**src/rtl/qsys_serial_pkg.sv**
```systemverilog
// Shared definitions for the Qsys serial link: frame geometry, FSM encoding and frame packing.
package qsys_serial_pkg;

  localparam int unsigned FRAME_W      = 65;
  localparam int unsigned DATA_W       = 32;
  localparam int unsigned FRAME_ADDR_W = 32;
  localparam int unsigned RW_BIT       = 64;
  localparam int unsigned CNT_W        = 7;

  typedef enum logic [2:0] {
    StIdle    = 3'd0,
    StSend    = 3'd1,
    StWaitRdy = 3'd2,
    StCapture = 3'd3,
    StDone    = 3'd4,
    StGap     = 3'd5
  } qsys_state_e;

  function automatic logic [FRAME_W-1:0] build_frame(input logic                    rw,
                                                     input logic [FRAME_ADDR_W-1:0] addr,
                                                     input logic [DATA_W-1:0]       data);
    logic [FRAME_W-1:0] f;
    f                            = '0;
    f[RW_BIT]                    = rw;
    f[RW_BIT-1 -: FRAME_ADDR_W]  = addr;
    f[DATA_W-1:0]                = data;
    return f;
  endfunction

endpackage

```
**src/rtl/qsys_serial_shifter.sv**
```systemverilog
// Loadable 65-bit PISO for the outgoing frame, 32-bit SIPO for the return word, shared bit counter.
module qsys_serial_shifter
  import qsys_serial_pkg::*;
(
  input  logic               clk_i,
  input  logic               rst_i,
  input  logic               load_i,
  input  logic [FRAME_W-1:0] frame_i,
  input  logic               shift_i,
  input  logic               cap_clr_i,
  input  logic               cap_en_i,
  input  logic               sin_i,
  output logic               sout_o,
  output logic [DATA_W-1:0]  cap_word_o,
  output logic [CNT_W-1:0]   cnt_o
);

  logic [FRAME_W-1:0] piso_q, piso_d;
  logic [DATA_W-1:0]  sipo_q, sipo_d;
  logic [CNT_W-1:0]   cnt_q, cnt_d;

  always_comb begin
    piso_d = piso_q;
    sipo_d = sipo_q;
    cnt_d  = cnt_q;
    if (load_i) begin
      piso_d = frame_i;
    end else if (shift_i) begin
      piso_d = {piso_q[FRAME_W-2:0], 1'b0};
    end
    if (cap_clr_i) begin
      sipo_d = '0;
    end else if (cap_en_i) begin
      sipo_d = {sipo_q[DATA_W-2:0], sin_i};
    end
    // One counter serves both directions; a load or capture-clear restarts it.
    if (load_i || cap_clr_i) begin
      cnt_d = '0;
    end else if (shift_i || cap_en_i) begin
      cnt_d = cnt_q + 7'd1;
    end
  end

  always_ff @(posedge clk_i or posedge rst_i) begin
    if (rst_i) begin
      piso_q <= '0;
      sipo_q <= '0;
      cnt_q  <= '0;
    end else begin
      piso_q <= piso_d;
      sipo_q <= sipo_d;
      cnt_q  <= cnt_d;
    end
  end

  assign sout_o     = piso_q[FRAME_W-1];
  assign cap_word_o = sipo_q;
  assign cnt_o      = cnt_q;

endmodule

```
**src/rtl/qsys_serial_client.sv**
```systemverilog
// Avalon-MM slave that turns each bus access into one serial frame and waits for the host's reply.
module qsys_serial_client
  import qsys_serial_pkg::*;
#(
  parameter int unsigned ADDR_W       = 8,
  parameter int unsigned TIMEOUT      = 1024,
  parameter logic [31:0] TIMEOUT_DATA = 32'hDEAD_BEEF,
  parameter int unsigned GAP_CYCLES   = 2
) (
  input  logic              csi_MCLK_clk,
  input  logic              rsi_MRST_reset,
  input  logic [ADDR_W-1:0] avs_S1_address,
  input  logic              avs_S1_read,
  input  logic              avs_S1_write,
  input  logic [31:0]       avs_S1_writedata,
  output logic [31:0]       avs_S1_readdata,
  output logic              avs_S1_waitrequest,
  output logic              sclk,
  output logic              sle,
  output logic              sdi,
  input  logic              sdo,
  input  logic              srdy,
  output logic              timeout_flag
);

  localparam int unsigned CntMax = (TIMEOUT > GAP_CYCLES) ? TIMEOUT : GAP_CYCLES;
  localparam int unsigned TW     = $clog2(CntMax + 1);

  qsys_state_e       state_q, state_d;
  logic [TW-1:0]     tmo_q, tmo_d;
  logic              sle_q, sle_d;
  logic              sdi_q, sdi_d;
  logic [31:0]       rdata_q, rdata_d;
  logic              wait_q, wait_d;
  logic              flag_q, flag_d;
  logic              rw_q, rw_d;

  logic              load, shift, cap_clr, cap_en, sout;
  logic [DATA_W-1:0] cap_word;
  logic [CNT_W-1:0]  cnt;
  logic [FRAME_W-1:0] frame;

  assign frame = build_frame(avs_S1_write, FRAME_ADDR_W'(avs_S1_address),
                             avs_S1_write ? avs_S1_writedata : '0);

  qsys_serial_shifter u_shifter (
    .clk_i      (csi_MCLK_clk),
    .rst_i      (rsi_MRST_reset),
    .load_i     (load),
    .frame_i    (frame),
    .shift_i    (shift),
    .cap_clr_i  (cap_clr),
    .cap_en_i   (cap_en),
    .sin_i      (sdo),
    .sout_o     (sout),
    .cap_word_o (cap_word),
    .cnt_o      (cnt)
  );

  always_comb begin
    state_d = state_q;
    tmo_d   = tmo_q;
    sle_d   = 1'b0;
    sdi_d   = 1'b0;
    rdata_d = rdata_q;
    flag_d  = flag_q;
    rw_d    = rw_q;
    load    = 1'b0;
    shift   = 1'b0;
    cap_clr = 1'b0;
    cap_en  = 1'b0;
    unique case (state_q)
      StIdle: begin
        if (avs_S1_read || avs_S1_write) begin
          load    = 1'b1;
          rw_d    = avs_S1_write;
          sle_d   = 1'b1;
          state_d = StSend;
        end
      end
      StSend: begin
        // Outputs are registered, so S(k) presents the bit chosen while in S(k-1).
        if (cnt < CNT_W'(FRAME_W)) begin
          shift = 1'b1;
          sdi_d = sout;
          sle_d = (cnt < CNT_W'(FRAME_W - 1));
        end else begin
          tmo_d   = '0;
          state_d = StWaitRdy;
        end
      end
      StWaitRdy: begin
        if (srdy) begin
          cap_clr = 1'b1;
          state_d = StCapture;
        end else if (tmo_q == TW'(TIMEOUT - 1)) begin
          rdata_d = TIMEOUT_DATA;
          flag_d  = 1'b1;
          state_d = StDone;
        end else begin
          tmo_d = tmo_q + 1'b1;
        end
      end
      StCapture: begin
        if (cnt == CNT_W'(DATA_W)) begin
          if (!rw_q) rdata_d = cap_word;
          state_d = StDone;
        end else if (srdy) begin
          cap_en = 1'b1;
        end else begin
          rdata_d = TIMEOUT_DATA;
          flag_d  = 1'b1;
          state_d = StDone;
        end
      end
      StDone: begin
        tmo_d   = '0;
        state_d = (GAP_CYCLES == 0) ? StIdle : StGap;
      end
      StGap: begin
        if (tmo_q == TW'(GAP_CYCLES - 1)) begin
          state_d = StIdle;
        end else begin
          tmo_d = tmo_q + 1'b1;
        end
      end
      default: state_d = StIdle;
    endcase
    wait_d = (state_d != StDone);
  end

  always_ff @(posedge csi_MCLK_clk or posedge rsi_MRST_reset) begin
    if (rsi_MRST_reset) begin
      state_q <= StIdle;
      tmo_q   <= '0;
      sle_q   <= 1'b0;
      sdi_q   <= 1'b0;
      rdata_q <= '0;
      wait_q  <= 1'b1;
      flag_q  <= 1'b0;
      rw_q    <= 1'b0;
    end else begin
      state_q <= state_d;
      tmo_q   <= tmo_d;
      sle_q   <= sle_d;
      sdi_q   <= sdi_d;
      rdata_q <= rdata_d;
      wait_q  <= wait_d;
      flag_q  <= flag_d;
      rw_q    <= rw_d;
    end
  end

  assign sclk               = csi_MCLK_clk;
  assign sle                = sle_q;
  assign sdi                = sdi_q;
  assign avs_S1_readdata    = rdata_q;
  assign avs_S1_waitrequest = wait_q;
  assign timeout_flag       = flag_q;

endmodule

```
**config.mk**
```make
export PLATFORM = sky130hd
export DESIGN_NAME = qsys_serial_client
export DESIGN_NICKNAME = d
export VERILOG_FILES = /design/src/rtl/qsys_serial_pkg.sv /design/src/rtl/qsys_serial_shifter.sv /design/src/rtl/qsys_serial_client.sv
export SDC_FILE = /design/constraint.sdc
export NUM_CORES = 1
export LEC_CHECK = 0
export CAP_MARGIN = 15
export CORE_MARGIN = 2
export CORE_UTILIZATION = 40
export CTS_CLUSTER_SIZE = 20
export DETAILED_ROUTE_END_ITERATION = 10
export HOLD_SLACK_MARGIN = 0.06
export PLACE_DENSITY = 0.56
export SLEW_MARGIN = 25
export SYNTH_ARGS = -nofsm -noshare
export SYNTH_HDL_FRONTEND = slang
export SYNTH_SLANG_ARGS = --single-unit
```
**constraint.sdc**
```tcl
create_clock -name csi_MCLK_clk -period 6.75 [get_ports csi_MCLK_clk]
set_input_delay 1.35 -clock csi_MCLK_clk [delete_from_list [all_inputs] [get_ports csi_MCLK_clk]]
set_output_delay 1.35 -clock csi_MCLK_clk [all_outputs]
set_load 0.02 [all_outputs]
```
; ---- Word-level counts from Yosys, hierarchy flattened
; Cells that the tools add are included.
[op_classes]
n_addsub = 2
n_lt_le_gt_ge = 2
eq_ne = 18
n_mux = 43
reduce_logical = 13
[ops]
columns = cell, n
row1 = two-way mux 32 bit, 8
row2 = two-way mux 65 bit, 2
row3 = case mux 32 bit (2 select lines), 1
row4 = two-way mux 11 bit, 4
row5 = case mux 11 bit (4 select lines), 1
row6 = two-way mux 3 bit, 7
row7 = case mux 3 bit (6 select lines), 1
row8 = two-way mux 1 bit, 15
row9 = AND reduction 5 bit, 3
row10 = less-than comparator 7 bit (second input constant), 2
row11 = two-way mux 7 bit, 2
row12 = != test 2 bit (second input constant), 7
row13 = adder 11 x 1 -> 11 bit (second input constant), 1
row14 = equality test 11 x 1 -> 1 bit (second input constant), 1
row15 = equality test 11 x 10 -> 1 bit (second input constant), 1
row16 = != test 3 bit (second input constant), 3
row17 = nonzero test 2 bit, 4
row18 = adder 7 x 1 -> 7 bit (second input constant), 1
row19 = equality test 7 x 6 -> 1 bit (second input constant), 1
row20 = equality test 3 x 2 -> 1 bit (second input constant), 2
row21 = equality test 3 bit (second input constant), 2
row22 = case mux 1 bit (2 select lines), 2
row23 = nonzero test 4 bit, 1
row24 = equality test 3 x 1 -> 1 bit (second input constant), 1
row25 = 3 further kinds, 5
[totals]
reg_bits = 155
input_bits = 46
out_inout_bits = 37
word_cells = 89

; ---- Logic depth before layout (Yosys ltp)
[logic_depth]
depth_word = 6
ltp_mapped = 9
mapped_depth_nobuf = 7

; ---- Cells and area by module
; A second synthesis with hierarchy kept.
[hier_totals]
hier_cells = 659
area_unflattened_um2 = 7048.0
[modules_own_cells]
columns = mod, instances, cells_each, area_per_inst_um2, seq_area_each_um2
row1 = qsys_serial_shifter, 1, 422, 4569.4, 2602.5
row2 = qsys_serial_client, 1, 237, 2478.6, 1277.5

==> reports/qor.json <==
{
  "synth_sequential_area_ratio_pct": 54.4,
  "hold_depth": 2,
  "worst_hold_path.endpoint": "rw_q$_DFFE_PP0P_",
  "register_to_register_path_setup_slack_ps": 3840,
  "kind_of_end_point_of_the_critical_path": "output pin",
  "cts.reportedPaths.clkPinSlew_ps": 60,
  "timing.final.max_slew_violations": 0,
  "synthToLayoutAreaGrowth_pct": 21.6,
  "place.detailed.instances": 982,
  "synth.cell_area_um2": 7130,
  "vias_post_dr": 5437,
  "grt_antenna_before_repair": 0,
  "post_cts_resized": 0,
  "syn_inst": 720,
  "cap_violations": 0,
  "finalSetupTns_ps": 0,
  "globalRoute.totalOverflow": 0,
  "post_synth_most_frequent_cells": "188 x sky130_fd_sc_hd__nand2_1, 154 x sky130_fd_sc_hd__dfrtp_1, 70 x sky130_fd_sc_hd__a21oi_1",
  "max_slew_margin_pct": 30.4,
  "finalWirelength_um": 15400,
  "synth.top_cell.area_share_pct": 54.0,
  "route.detailed.wl_per_inst_um": 15.1,
  "reg2reg_to": "avs_S1_readdata[2]$_DFFE_PP0P_",
  "final_antenna_net_count": 0,
  "postSynth.asyncResetShare_pct": 100,
  "drt_pass1_iterations": 6,
  "p_sw_share_pct": 23.6,
  "r2r_start": "u_shifter.cnt_o[0]$_DFFE_PP0P_",
  "hold_slack_ps": 479,
  "synth_enable_flop_cells": 0,
  "route.detailed.drc": 0,
  "clk-insertion-delay-late_ps": 540,
  "layout.cells.non_filler": 1017,
  "grt_setup_unrepaired": "false",
  "dp_hpwl_um": 9440,
  "run_status": "finished clean",
  "dr.first_iter.drc_count": 388,
  "cp_data_arrival_time_ps": 4150,
  "crit_type": "clock port to output pin",
  "drt_met1_wl_um": 7220,
  "min_from": "rw_q$_DFFE_PP0P_",
  "finalNetCount": 829,
  "clock_tree_from_tritoncts": "done",
  "drt-vias-per-instance": 5.35,
  "worstSetupStartpointType": "clock port",
  "synth.largest_area_cell": "sky130_fd_sc_hd__dfrtp_1",
  "synthMostInstantiatedCell": "sky130_fd_sc_hd__nand2_1",
  "worst-endpoint-required_ps": 5400,
  "highest-signal-layer": "met4",
  "drive_gt1_share_pct": 10.9,
  "netlist-cell-type-count": 58,
  "largest_fanout_of_any_net_on_the_critical_path": 2,
  "yosys_register_bits": 155,
  "first_pass_grt_wire_length_um": 26300,
  "routed-wl-met2_um": 7260,
  "p_switching_mw": 0.470,
  "worst-slew-pin-transition_ps": 1040,
  "worst_hold_path_class": "register to register",
  "hold_buffers": 0,
  "power.density_nw_per_um2": 230,
  "hold_violations": 0,
  "combinational_cell_fraction_of_total_power_pct": 2.5,
  "ys.flop_type": "sky130_fd_sc_hd__dfrtp_1",
  "design.portCount": 83,
  "clock-skew-final_ps": 10.6,
  "static-leakage-power_nw": 3.73,
  "worst_reg_to_reg_cells": 8,
  "ys_top_cells_by_area": "sky130_fd_sc_hd__dfrtp_1 54%, sky130_fd_sc_hd__nand2_1 9.9%, sky130_fd_sc_hd__a21oi_1 4.9%",
  "wl_met3_um": 726,
  "place.gp.congestion": 0.830,
  "insertedDiodeCount": 0,
  "vdd.ir_drop.worst_v": 0.000172,
  "design.core.area_um2": 17400,
  "grt_pass1_vias": 5333,
  "power.clock.fraction_pct": 50.9,
  "portbufs": 82,
  "design_power_total_mw": 1.99,
  "die_height_um": 138,
  "synth_warnings": 0,
  "initial_core_util_pct": 41.1,
  "avgSynthCellArea_um2": 9.91,
  "share_seq_of_total_power_pct": 46.6,
  "synth.net_count": 770,
  "design.die.area_um2": 18900,
  "setup-violations-final": 0,
  "floorplan.rows": 48,
  "die_x_um": 138,
  "groute.usage.overall_pct": 17.6,
  "post_cts_setup_buffer_count": 0,
  "cell_internal_pwr_mw": 1.52,
  "grt_start_max_net_pins": 111
}
[worst max-delay path, cell delays in order]
cell and delay (ps):
sky130_fd_sc_hd__clkbuf_16 120, sky130_fd_sc_hd__clkbuf_16 130, sky130_fd_sc_hd__clkdlybuf4s50_1 530
[flip-flops by register name (all words and copies together) (netlist names)]
signal	flops
u_shifter.piso_q	65
avs_S1_readdata	32
u_shifter.cap_word_o	32
tmo_q	11
u_shifter.cnt_o	7
state_q	3
avs_S1_waitrequest	1
rw_q	1
sdi	1
sle	1
timeout_flag	1
[layer usage]
metal | vias to the layer above | GRT usage, %
met2 | 135 | 27.3
met4 | 0 | 5.84
met5 | - | 0
met1 | 2684 | 23.8
li1 | 2604 | -
met3 | 14 | 5.04
[how the worst max path moves through the flow]
stage,start,endpoint,cells after the start
after global routing,csi_MCLK_clk,sclk,3
after CTS,csi_MCLK_clk,sclk,3
after detailed placement,csi_MCLK_clk,sclk,1
after floorplan,rsi_MRST_reset,avs_S1_readdata[0]$_DFFE_PP0P_,1
final,csi_MCLK_clk,sclk,3
after global placement,csi_MCLK_clk,sclk,1
[placed cells by master (no fill, tap or decap), drive strengths merged, types with 4 or more instances in the layout]
cell / synthesis / routed
clkbuf: 31 / 20
mux2i: 11 / 11
a2bb2oi: 34 / 34
or3: 30 / 30
a21oi: 70 / 70
buf: 20 / 6
clkinv: 0 / 4
mux2: 25 / 25
ha: 4 / 4
nand2: 188 / 188
nand3: 6 / 6
clkdlybuf4s50: 0 / 82
o21ai: 46 / 46
dfrtp: 154 / 154
inv: 15 / 24
a31oi: 14 / 14
nor2: 20 / 20
[final cells by class]
| class | instances | area [µm²] |
|---|---|---|
| fillers | 1553 | 8680 |
| repair buffers | 87 | 856 |
| clock buffers | 21 | 510 |
| flip-flops and latches | 155 | 3880 |
| inverters | 15 | 63.8 |
| multi-input cells | 499 | 2950 |
| clock inverters | 15 | 130 |
| well taps | 225 | 282 |
[per-stage QoR]
step                      setup WS [ps]  util (%)  instance area, µm²
after floorplan                    1220         -                7130
after global placement             1520      46.3                8040
after detailed placement           1520      46.3                8040
after CTS                          1240      50.0                8670
after global routing               1240      50.0                8670
final                              1250      50.0                8670
[power groups by stage]
stage,clock (mW),combinational (mW),sequential [mW]
after floorplan,0.0173,0.0159,0.947
after global placement,0.0199,0.0502,0.947
after detailed placement,0.0199,0.0507,0.947
after CTS,1.04,0.0508,0.929
after global routing,1.08,0.0552,0.929
final,1.01,0.0492,0.929
[cell families (layout without fill, tap and decap cells)]
family / after synthesis / after routing / share of synthesized area, %
compound gates: 182 / 182 / 16.2
buf+inv: 66 / 138 / 4.42
mux: 36 / 36 / 6.65
flops: 155 / 155 / 54.4
simple gates: 275 / 275 / 17.4
fa+ha+maj: 4 / 4 / 0.702
xor+xnor: 2 / 2 / 0.246
No activity file was read; power rests on OpenSTA's default activity.
==> RTL edit (same settings) <==
`CNT_W`: 7 -> 14.
--- a/src/rtl/qsys_serial_pkg.sv
+++ b/src/rtl/qsys_serial_pkg.sv
@@ -5,7 +5,7 @@
   localparam int unsigned DATA_W       = 32;
   localparam int unsigned FRAME_ADDR_W = 32;
   localparam int unsigned RW_BIT       = 64;
-  localparam int unsigned CNT_W        = 7;
+  localparam int unsigned CNT_W        = 14;
 
   typedef enum logic [2:0] {
     StIdle    = 3'd0,
Behaviour: same outputs for any inputs over 10 cycles, from zero or initial values and one cycle with rsi_MRST_reset high; that may be too few to reach the edited logic, so the function may still have changed.
==> RTL edit against the original RTL <==
Count of clock-buffer cells in the layout is 5 higher. Sequential cell count is 7 higher. Synthesized area is 0.42% lower. Wire length is 7.0% higher. Final area hardly changed. Worst setup slack better by 0.0012 ns. Highest routed layer unchanged.
Power is not compared: it rests on default switching activity, and its combinational part moved more than twofold at a synthesized area within 25%.
==> RTL edit: results (changes against the original RTL) <==
drive_above_1_share: 0.0719  # was 0.109
post-cts-setup-buffer-count: 0  # unchanged
rr_startpoint: "state_q[0]"  # was u_shifter.cnt_o[0]
vdd_drop_max_v: 0.000212
syn_avg_cell_area_um2: 9.85  # was 9.91 um2
grt_use_met3: 0.0500  # was 0.0504
num_vias: 5543  # was 5437
globalRouteMet1Util: 0.258  # was 0.238
rr_worst_depth: 5  # was 8
wirelength_um: 16400  # was 15400 um
r2r-end: "u_shifter.cnt_o[12]"  # was avs_S1_readdata[2]
cpLargestDelayFamily: "buffers and inverters"  # unchanged
yosysSeqAreaShare: 0.571  # was 0.544
synthArstFlopShare: 1.00  # unchanged
synth_common_cells: "nand2_1, dfrtp_1, a21oi_1, o21ai_0, clkbuf_1"  # was nand2_1, dfrtp_1, a21oi_1, o21ai_0, a2bb2oi_1
wl_met1_um: 7880  # was 7220 um
first_global_vias: 5584  # was 5333
tightest_slew_ns: 0.931  # was 1.04 ns
fin_ws_ns: 1.25  # about the same
wl_met3_um: 697  # was 726 um
routed_via_density: 5.44  # was 5.35
min_path_type: "flop to flop"  # unchanged
placed_cell_area_um2: 8040  # about the same
drtIter0Drc: 402  # was 388
port_buffers: 82  # unchanged
critPathLaunch: "csi_MCLK_clk"  # unchanged
clock_skew_ns: 0.00930  # was 0.0106 ns
detailedPlace.worstSlack_ns: 1.52  # unchanged
synthMuxAreaShare: 0.00282  # was 0.0665
wl_met2_um: 7600  # was 7260 um
synth_compound_area_frac: 0.208  # was 0.162
post_synth_xor_area_fraction: 0.00123  # was 0.00246
status: "finished clean"  # unchanged
hpwlAfterDp_um: 10200  # was 9440 um
clock_latency_ns: 0.54  # about the same
grt_start_max_net_pins: 106  # was 111
fin_nets: 832  # was 829
synth_area_leaders: "dfrtp_1, nand2_1, a21oi_1"  # unchanged
ys_warn_count: 0  # unchanged
dp.cells: 984  # was 982
cp-endpoint: "sclk"  # unchanged
leakage_nw: 3.72
fillers: 1567  # was 1553
synth.net_count: 772  # was 770
gp_congestion: 0.795  # was 0.830
r2r_setup_slack_ns: 4.05  # was 3.84 ns
synth.distinct_cells: 55  # was 58
grt_usage: 0.189  # was 0.176
synthAdderAreaFrac: 0.00881  # was 0.00702
grt.met2_usage: 0.285  # was 0.273
top_layer: "met4"  # unchanged
grt_pass1_wl_um: 27600  # was 26300 um
multiInputGateArea_um2: 2820  # was 2950 um2
path_clk_slew_ns: 0.06  # about the same
regMostFlops: "u_shifter.piso_q"  # unchanged
==> RTL edit: final cells by class <==
cell class / instances / share of cell area
Clock buffer: 26 / 0.0633
Timing Repair Buffer: 87 / 0.0986
Clock inverter: 9 / 0.00951
Multi-Input combinational cell: 501 / 0.325
Tap cell: 225 / 0.0324
Sequential cell: 162 / 0.467
Inverter: 8 / 0.00432
==> RTL edit: worst min-delay path by stage <==
stage                              from             endpoint  slack, ns  cells after the start
floorplan                          rw_q                 rw_q       0.46                      2
global placement     avs_S1_readdata[9]   avs_S1_readdata[9]       0.48                      1
detailed placement  avs_S1_readdata[15]  avs_S1_readdata[15]       0.48                      1
CTS                  avs_S1_readdata[6]   avs_S1_readdata[6]       0.50                      1
global route         avs_S1_readdata[1]   avs_S1_readdata[1]       0.51                      1
finish                     timeout_flag         timeout_flag       0.49                      1
==> RTL edit: report_power, final <==
group	internal, mW	switching, mW	leakage, nW
logic	0.520	0.642	1.32
clock network	0.609	0.404	0.307
registers	1.26	0.174	2.09
total	2.39	1.22	3.72
